--- config.mk ---
export PLATFORM = sky130hd
export DESIGN_NAME = control_nibble_tx_flat
export DESIGN_NICKNAME = d
export VERILOG_FILES = /design/src/rtl/control_nibble_tx_pkg.sv /design/src/rtl/control_nibble_tx_if.sv /design/src/rtl/control_nibble_tx.sv /design/src/flat_wrapper.sv
export SDC_FILE = /design/constraint.sdc
export NUM_CORES = 1
export LEC_CHECK = 0
export ABC_CLOCK_PERIOD_IN_PS = 2500
export CAP_MARGIN = 20
export CORE_ASPECT_RATIO = 1.75
export CORE_UTILIZATION = 51
export DETAILED_ROUTE_END_ITERATION = 16
export PLACE_DENSITY = 0.8
export SYNTH_ARGS = -nofsm -noshare
export SYNTH_HDL_FRONTEND = slang
export SYNTH_SLANG_ARGS = --single-unit
--- constraint.sdc ---
create_clock -name clk_125 -period 2.5 [get_ports clk_125]
set_input_delay 0.375 -clock clk_125 [delete_from_list [all_inputs] [get_ports clk_125]]
set_output_delay 0.375 -clock clk_125 [all_outputs]
set_load 0.02 [all_outputs]
--- src/rtl/control_nibble_tx_pkg.sv ---
// Shared types and constants for the control nibble transmitter.
package control_nibble_pkg;

  localparam int NIBBLE_W = 4;

  typedef enum logic [1:0] {
    IDLE = 2'd0,
    SEND = 2'd1,
    CFG  = 2'd2
  } state_e;

endpackage

--- src/rtl/control_nibble_tx_if.sv ---
// Command-side and control-sink-side signals of the nibble transmitter.
interface control_nibble_tx_if #(
  parameter int NIBBLES = 8
);
  import control_nibble_pkg::*;

  logic [NIBBLE_W*NIBBLES-1:0] cmd_data;
  logic                        cmd_cfg;
  logic                        cmd_valid;
  logic                        cmd_ready;
  logic [NIBBLE_W-1:0]         control_data;
  logic                        control_valid;
  logic                        control_ready;
  logic                        start_config;
  logic                        busy;
  logic [15:0]                 words_sent;

  modport master (
    output cmd_data, cmd_cfg, cmd_valid, control_ready,
    input  cmd_ready, control_data, control_valid, start_config, busy, words_sent
  );

  modport slave (
    input  cmd_data, cmd_cfg, cmd_valid, control_ready,
    output cmd_ready, control_data, control_valid, start_config, busy, words_sent
  );

endinterface

--- src/rtl/control_nibble_tx.sv ---
// Serialises a command word MSB-nibble-first onto a valid/ready control sink,
// optionally followed by a fixed-length start_config pulse.
module control_nibble_tx
  import control_nibble_pkg::*;
#(
  parameter int NIBBLES          = 8,
  parameter int CFG_PULSE_CYCLES = 4
) (
  input  logic               clk_125,
  input  logic               sys_rst_n,
  control_nibble_tx_if.slave bus
);

  localparam int WORD_W  = NIBBLE_W * NIBBLES;
  localparam int CNT_W   = $clog2(NIBBLES + 1);
  localparam int PULSE_W = (CFG_PULSE_CYCLES > 1) ? $clog2(CFG_PULSE_CYCLES) : 1;

  state_e             state;
  logic [WORD_W-1:0]  shift_q;
  logic [WORD_W-1:0]  shift_nxt;
  logic               cfg_q;
  logic [CNT_W-1:0]   nib_cnt;
  logic [PULSE_W-1:0] pulse_cnt;
  logic               xfer;
  logic               last_nib;

  assign shift_nxt = shift_q << NIBBLE_W;
  assign xfer      = bus.control_valid && bus.control_ready;
  assign last_nib  = (nib_cnt == CNT_W'(1));

  // All outputs are registered; each transition sets the values for the next state.
  always_ff @(posedge clk_125 or negedge sys_rst_n) begin
    if (!sys_rst_n) begin
      state             <= IDLE;
      shift_q           <= '0;
      cfg_q             <= 1'b0;
      nib_cnt           <= '0;
      pulse_cnt         <= '0;
      bus.cmd_ready     <= 1'b0;
      bus.control_valid <= 1'b0;
      bus.control_data  <= '0;
      bus.start_config  <= 1'b0;
      bus.busy          <= 1'b0;
      bus.words_sent    <= 16'h0000;
    end else begin
      case (state)
        IDLE: begin
          if (bus.cmd_valid && bus.cmd_ready) begin
            shift_q           <= bus.cmd_data;
            cfg_q             <= bus.cmd_cfg;
            nib_cnt           <= CNT_W'(NIBBLES);
            bus.control_data  <= bus.cmd_data[WORD_W-1 -: NIBBLE_W];
            bus.control_valid <= 1'b1;
            bus.cmd_ready     <= 1'b0;
            bus.busy          <= 1'b1;
            state             <= SEND;
          end else begin
            // Ready only rises on the first edge after reset release.
            bus.cmd_ready <= 1'b1;
          end
        end

        SEND: begin
          if (xfer) begin
            shift_q <= shift_nxt;
            nib_cnt <= nib_cnt - 1'b1;
            if (last_nib) begin
              bus.control_valid <= 1'b0;
              bus.control_data  <= '0;
              bus.words_sent    <= bus.words_sent + 16'd1;
              if (cfg_q) begin
                bus.start_config <= 1'b1;
                pulse_cnt        <= PULSE_W'(CFG_PULSE_CYCLES - 1);
                state            <= CFG;
              end else begin
                bus.cmd_ready <= 1'b1;
                bus.busy      <= 1'b0;
                state         <= IDLE;
              end
            end else begin
              bus.control_data <= shift_nxt[WORD_W-1 -: NIBBLE_W];
            end
          end
        end

        CFG: begin
          if (pulse_cnt == '0) begin
            bus.start_config <= 1'b0;
            bus.cmd_ready    <= 1'b1;
            bus.busy         <= 1'b0;
            state            <= IDLE;
          end else begin
            pulse_cnt <= pulse_cnt - 1'b1;
          end
        end

        default: state <= IDLE;
      endcase
    end
  end

endmodule

--- src/flat_wrapper.sv ---
// flat-port wrapper written by rule: the top's interface ports become plain ports
module control_nibble_tx_flat import control_nibble_pkg::*;
#(
  parameter int NIBBLES          = 8,
  parameter int CFG_PULSE_CYCLES = 4
)
  (clk_125, sys_rst_n, bus_cmd_data, bus_cmd_cfg, bus_cmd_valid, bus_control_ready, bus_cmd_ready, bus_control_data, bus_control_valid, bus_start_config, bus_busy, bus_words_sent);
  control_nibble_tx_if #(.NIBBLES(NIBBLES)) bus_i ();
  input  logic clk_125;
  input  logic sys_rst_n;
  input wire logic [$bits(bus_i.cmd_data)-1:0] bus_cmd_data;
  input wire logic [$bits(bus_i.cmd_cfg)-1:0] bus_cmd_cfg;
  input wire logic [$bits(bus_i.cmd_valid)-1:0] bus_cmd_valid;
  input wire logic [$bits(bus_i.control_ready)-1:0] bus_control_ready;
  output wire logic [$bits(bus_i.cmd_ready)-1:0] bus_cmd_ready;
  output wire logic [$bits(bus_i.control_data)-1:0] bus_control_data;
  output wire logic [$bits(bus_i.control_valid)-1:0] bus_control_valid;
  output wire logic [$bits(bus_i.start_config)-1:0] bus_start_config;
  output wire logic [$bits(bus_i.busy)-1:0] bus_busy;
  output wire logic [$bits(bus_i.words_sent)-1:0] bus_words_sent;
  assign bus_i.cmd_data = bus_cmd_data;
  assign bus_i.cmd_cfg = bus_cmd_cfg;
  assign bus_i.cmd_valid = bus_cmd_valid;
  assign bus_i.control_ready = bus_control_ready;
  assign bus_cmd_ready = bus_i.cmd_ready;
  assign bus_control_data = bus_i.control_data;
  assign bus_control_valid = bus_i.control_valid;
  assign bus_start_config = bus_i.start_config;
  assign bus_busy = bus_i.busy;
  assign bus_words_sent = bus_i.words_sent;
  control_nibble_tx #(.NIBBLES(NIBBLES), .CFG_PULSE_CYCLES(CFG_PULSE_CYCLES)) u_core (.clk_125(clk_125), .sys_rst_n(sys_rst_n), .bus(bus_i));
endmodule
### Word level (Yosys, flattened, before mapping)

Index checks and enable logic that the tools add are counted.

* bits in registers: 61
* output and inout bits: 24
* logic and storage cells: 80

* $add $sub $neg: 3
* eq/ne operators: 10
* mux-type cells: 40
* reductions and logical operators: 16

Operator list (count)
* 2-to-1 mux 28 bit: 2
* one-hot mux 28 bit (2 select lines): 1
* 2-to-1 mux 4 bit: 5
* 2-to-1 mux 2 bit: 9
* adder 16 x 1 -> 16 bit, second input constant: 1
* one-hot mux 4 bit (2 select lines): 2
* 2-to-1 mux 1 bit: 15
* AND reduction 5 bit: 3
* != test 2 x 1 -> 1 bit, second input constant: 5
* AND reduction 4 bit: 2
* one-hot mux 1 bit (3 select lines): 2
* one-hot mux 2 bit (3 select lines): 1
* AND reduction 3 bit: 2
* AND reduction 6 bit: 1
* == test 4 x 1 -> 1 bit, second input constant: 1
* logical NOT 2 bit: 2
* != test 2 bit, second input constant: 2
* one-hot mux 1 bit (2 select lines): 2
* one-hot mux 2 bit (2 select lines): 1
* nonzero test 2 bit: 2
* subtractor 4 x 1 -> 4 bit, second input constant: 1
* nonzero test 3 bit: 1
* == test 2 x 1 -> 1 bit, second input constant: 1
* == test 2 bit, second input constant: 1
* other kinds (3): 4

### Logic depth before layout (Yosys ltp)

Gate-level depths: netlist of run 1.

* word-level depth: 4
* gate-level depth with buffers: 8
* mapped depth without buffers: 6

### Worst setup path after synthesis of run 1

Ideal clock, no wire load.

* path kind: reg2reg
* from: register u_core.state[1]
* to: register u_core.pulse_cnt[0]
* setup time: 0.125 ns
* data arrival time: 1.710 ns
* required time: 2.375 ns
* setup slack: 0.666 ns
* stages on the path, launching flop included: 8
* path through: dfrtp_1 inv_1 ha_1 clkbuf_1 inv_1 o21ai_0 nand3b_1 mux2_2

* word-level cells in the longest chain between the ends: 3
* elaborated cells on any way between the ends: 9
* those cells by class: eq/ne: 6; mux: 1; reduce/logical: 2

RTL lines
* start: declaration: line control_nibble_tx.sv:18 `state_e state;`
* start signal: assignment: line control_nibble_tx.sv:34 `state <= IDLE;`
* start signal: assignment: line control_nibble_tx.sv:56 `state <= SEND;`
* start signal: assignment: line control_nibble_tx.sv:74 `state <= CFG;`
* == test 2 bit or == test 2 x 1 -> 1 bit (tied branches): line control_nibble_tx.sv:46 `case (state)`
* != test 2 bit (no source line), or another cell as far along
* AND reduction 5 bit (no source line)
* end signal: assignment: line control_nibble_tx.sv:73 `pulse_cnt <= PULSE_W'(CFG_PULSE_CYCLES - 1);`
* end signal: assignment: line control_nibble_tx.sv:93 `pulse_cnt <= pulse_cnt - 1'b1;`
* end: declaration: line control_nibble_tx.sv:23 `logic [PULSE_W-1:0] pulse_cnt;`

Several ways; a longest one is shown, not always the timed one.
A chain may end at the register's enable or synchronous reset.

### Worst setup path after layout of run 1

* from: register u_core.state[1]
* to: register u_core.bus.words_sent[13]

* word-level cells in the longest chain between the ends: 2

RTL lines
* == test 2 x 1 -> 1 bit: line control_nibble_tx.sv:46
* AND reduction 3 bit (no source line)
* end signal: assignment: line control_nibble_tx.sv:70 `bus.words_sent <= bus.words_sent + 16'd1;`
* end: declaration: line control_nibble_tx_if.sv:25 `output cmd_ready, control_data, control_valid, start_config, busy, words_sent`

No other way between the ends.

==> summary.txt, run 1 <==
Global route
  – Total grt overflow: 0
  – GRT met1 Usage: 22.9%
  – Global-route wire length before repair: between 9 and 10 mm
  – Largest net degree at the start of global routing: 63
  – Most Used Layer, Global Route: met2
  – Gr usage total: between 20% and 30%
  – GR Util met3: roughly 6.6%
  – Vias in the first global route: between 2,000 and 2,500
  – Initial antenna violation count: 0
  – Met2 GRT Util: approximately a third

Logic synthesis
  – Asr flop ratio synth: 100%
  – Count leader, synth: dfrtp_1
  – Post-synthesis sequential area ratio: roughly half
  – EDFF count, synth: 0
  – Most used DFF post-synth: dfrtp_1
  – Ys Warns: 0
  – Avg Cell Area, Syn: 10.7 um^2
  – Top-area cell type share of the netlist area: roughly half
  – Synth unique cells: 33
  – FF+latch count, synth: 61
  – Synth cell count leaders: 61 x dfrtp_1, 41 x nand2_1, 34 x o21ai_0, 27 x mux2i_1
  – Yosys top cell by area: dfrtp_1
  – Post-synth net total: between 300 and 400
  – Post-Syn Area: approximately 2900 um^2
  – Ranking of synthesized cells by area: dfrtp_1 52%, mux2i_1 9.2%, o21ai_0 5.8%, nand2_1 5.2%, ha_1 4.3%
  – Synth Instances: about 270

Floorplanning
  – Rows: 36
  – Die footprint: slightly above 6000 um^2
  – Initial core utilization: a little over half
  – Core area: approximately 5500 um^2
  – IO Count: 61
  – Die Y: approximately 100 um
  – Chip Width: approximately 59 um

Critical path
  – Worst-path maximum fanout: 14
  – CP Capture Type: register
  – Startpoint types: register
  – Crit path kind: register to register
  – CP max stage delay: ~0.47 ns
  – Data arrival, critical path: between 2 and 2.5 ns
  – CP Data Required Time: around 2.7 ns
  – Worst path cell trace: inv_1 -> ha_2 -> nand3_1 -> nor4_4 -> nand4_1 -> xnor2_1
  – CP max-delay cell: nor4_4

Worst hold path
  – Min-Delay Path Class: register to register

Timing
  – Fin. max-slew vios: 0
  – PnR worst setup slack: about 0.34 ns
  – Peak Freq: roughly 460 MHz
  – Final Setup Violations: 0
  – Worst Tran Pin Value: about 0.43 ns
  – RSZ-0062 raised after global routing: no
  – Hold Vio Cnt, Final: 0
  – Relative max-transition margin: between 70% and 80%
  – TNS Setup: 0 ns
  – Worst Skew: ~0.010 ns
  – Post-layout min period: approximately 2.2 ns
  – Crit share post-route: 86.4%

Pwr
  – Switching power total: around 1.5 mW
  – Leak: about 1.8 nW
  – Seq pwr share: 35.4%
  – Clock power share: about a quarter
  – Comb pwr share: roughly 40%
  – Pint: ~2.8 mW
  – P per Cell Area: between 1000 and 1500 nW/um^2
  – VDD IR-drop max: slightly above 0.7 mV
  – Power, Total: about 4.3 mW
  – Switching part of the total: a little over a third

Place
  – Post-DP HPWL: about 4 mm
  – Port bufs: 60
  – Placer's final routability congestion estimate: around 0.8
  – Pre-CTS setup slack: 0.320 ns

Routing
  – Via-per-instance ratio: about 5.2
  – Number of DRC markers in iteration 0: 53
  – Routed wire length: between 5 and 6 mm
  – DRC viols: 0
  – Drt wl/cell: 13.2 um
  – 1st-pass router iterations: 4
  – Post-DRT Antenna Nets: 0
  – DR vias: 2,186

Finish
  – Utilization after layout: between 70 and 80%
  – Share of cells above drive strength 1: a little over a tenth
  – Final Net Count: between 300 and 400
  – Syn-to-layout area delta: 32.5%
  – Antenna Cells: 0

Job
  – Max_cap viols: 0

Clock tree
  – Post-CTS Repair Setup Buffers: 0
  – H-tree Lvls: 3
  – Max Root-Sink Buffers: 2
  – TritonCTS Buffers: 9
  – Root buffer cell: clkbuf_8
  – Worst-Skew Late Latency: between 0.3 and 0.4 ns
  – TritonCTS clock tree: built
  – Clock sink total: 61
  – Worst-path clk slew: roughly 0.07 ns

Run status
  – Outcome: complete, no violations
logic make-up (layout without fill, tap and decap cells):
logic type | Yosys count | count (layout) | share of synthesized area, %
AOI/OAI and AO/OA | 56 | 56 | 11.2
xor gates and xnor gates | 16 | 16 | 4.77
adders and majority gates | 10 | 10 | 4.26
buffers and inverters | 22 | 91 | 3.15
DFF | 61 | 61 | 52.0
muxes | 32 | 32 | 11.1
and+or+nand+nor | 77 | 77 | 13.5
critical path: cells and delay by family, from the launching register on:
kind          cells  cell delay [ns]
simple gates      3             0.96
flops             1             0.41
fa+ha+maj         1             0.40
xor+xnor          1             0.15
buf+inv           1             0.14
final timing paths:
kind | startpoint | endpoint | slack (ns) | depth (start not counted)
worst min-delay path | u_core.bus.words_sent[15]$_DFFE_PN0P_ | u_core.bus.words_sent[15]$_DFFE_PN0P_ | 0.47 | 1
min in group asynchronous | sys_rst_n | u_core.bus.words_sent[8]$_DFFE_PN0P_ | 0.49 | 2
worst min register to register | u_core.bus.words_sent[15]$_DFFE_PN0P_ | u_core.bus.words_sent[15]$_DFFE_PN0P_ | 0.47 | 1
worst max register to register | u_core.state[1]$_DFFE_PN0P_ | u_core.bus.words_sent[13]$_DFFE_PN0P_ | 0.34 | 6
max in group asynchronous | sys_rst_n | u_core.nib_cnt[1]$_DFFE_PN0P_ | 1.45 | 3
worst max-delay path | u_core.state[1]$_DFFE_PN0P_ | u_core.bus.words_sent[13]$_DFFE_PN0P_ | 0.34 | 6
metal layers:
metal | vias to the layer above | part of all wire (%)
met4 | 0 | 1.4
met1 | 1038 | 41
met5 | - | 0
li1 | 1085 | -
met2 | 55 | 53
met3 | 8 | 4.3
through the flow:
step	instance area [um^2]	hold WS, ns	instances
5_1_grt	3890	0.498	419
3_5_place_dp	3640	0.316	402
4_1_cts	3890	0.475	419
2_1_floorplan	2940	0.0794	274
6_report	3890	0.468	419
3_3_place_gp	3640	0.317	402
power groups by stage:
| stage | clock (mW) | sequential (mW) | combinational (mW) |
|---|---|---|---|
| floorplan | 0 | 1.57 | 1.16 |
| global placement | 0 | 1.53 | 1.70 |
| detailed placement | 0 | 1.54 | 1.74 |
| CTS | 1.07 | 1.53 | 1.75 |
| global route | 1.12 | 1.57 | 1.94 |
| finish | 1.05 | 1.53 | 1.73 |
cell type report:
| type | instances | area (um^2) |
|---|---|---|
| flip-flops and latches | 61 | 1530 |
| clock inverters | 4 | 95.1 |
| multi-input cells | 191 | 1330 |
| fillers | 441 | 1650 |
| well taps | 76 | 95.1 |
| repair buffers | 65 | 661 |
| inverters | 10 | 37.5 |
| clock buffers | 12 | 145 |
placed cells by master, fill, tap and decap left out, types with 3 or more instances in the layout:
| cell | instances |
|---|---|
| a21oi_1 | 8 |
| a22o_1 | 6 |
| and3_1 | 3 |
| and3_2 | 4 |
| bufinv_16 | 3 |
| clkbuf_8 | 10 |
| clkdlybuf4s50_1 | 59 |
| dfrtp_1 | 61 |
| ha_1 | 9 |
| inv_1 | 10 |
| mux2_2 | 5 |
| mux2i_1 | 27 |
| nand2_1 | 41 |
| nand3_1 | 9 |
| nand4_1 | 4 |
| nor2_1 | 5 |
| nor2b_1 | 3 |
| o21ai_0 | 34 |
| xnor2_1 | 9 |
| xor2_1 | 7 |
timing repair:
action	in CTS	in global routing
resized for setup	0	0
setup endpoints to repair	0	0
hold endpoints to repair	15	0
hold buffers	1	0
registers in the layout, indices dropped and copies added (netlist names):
signal / cells
u_core.bus.busy: 1
u_core.bus.cmd_ready: 1
u_core.bus.control_data: 4
u_core.bus.control_valid: 1
u_core.bus.start_config: 1
u_core.bus.words_sent: 16
u_core.cfg_q: 1
u_core.nib_cnt: 4
u_core.pulse_cnt: 2
u_core.shift_q: 28
u_core.state: 2
Note: power is estimated with default switching activity, not from simulation.
==> run 2, diff against run 1 <==
- HOLD_SLACK_MARGIN: unset -> 0.06
==> results of run 2 <==
Same layout as run 1: the final DEF is identical, and so are final timing and power.
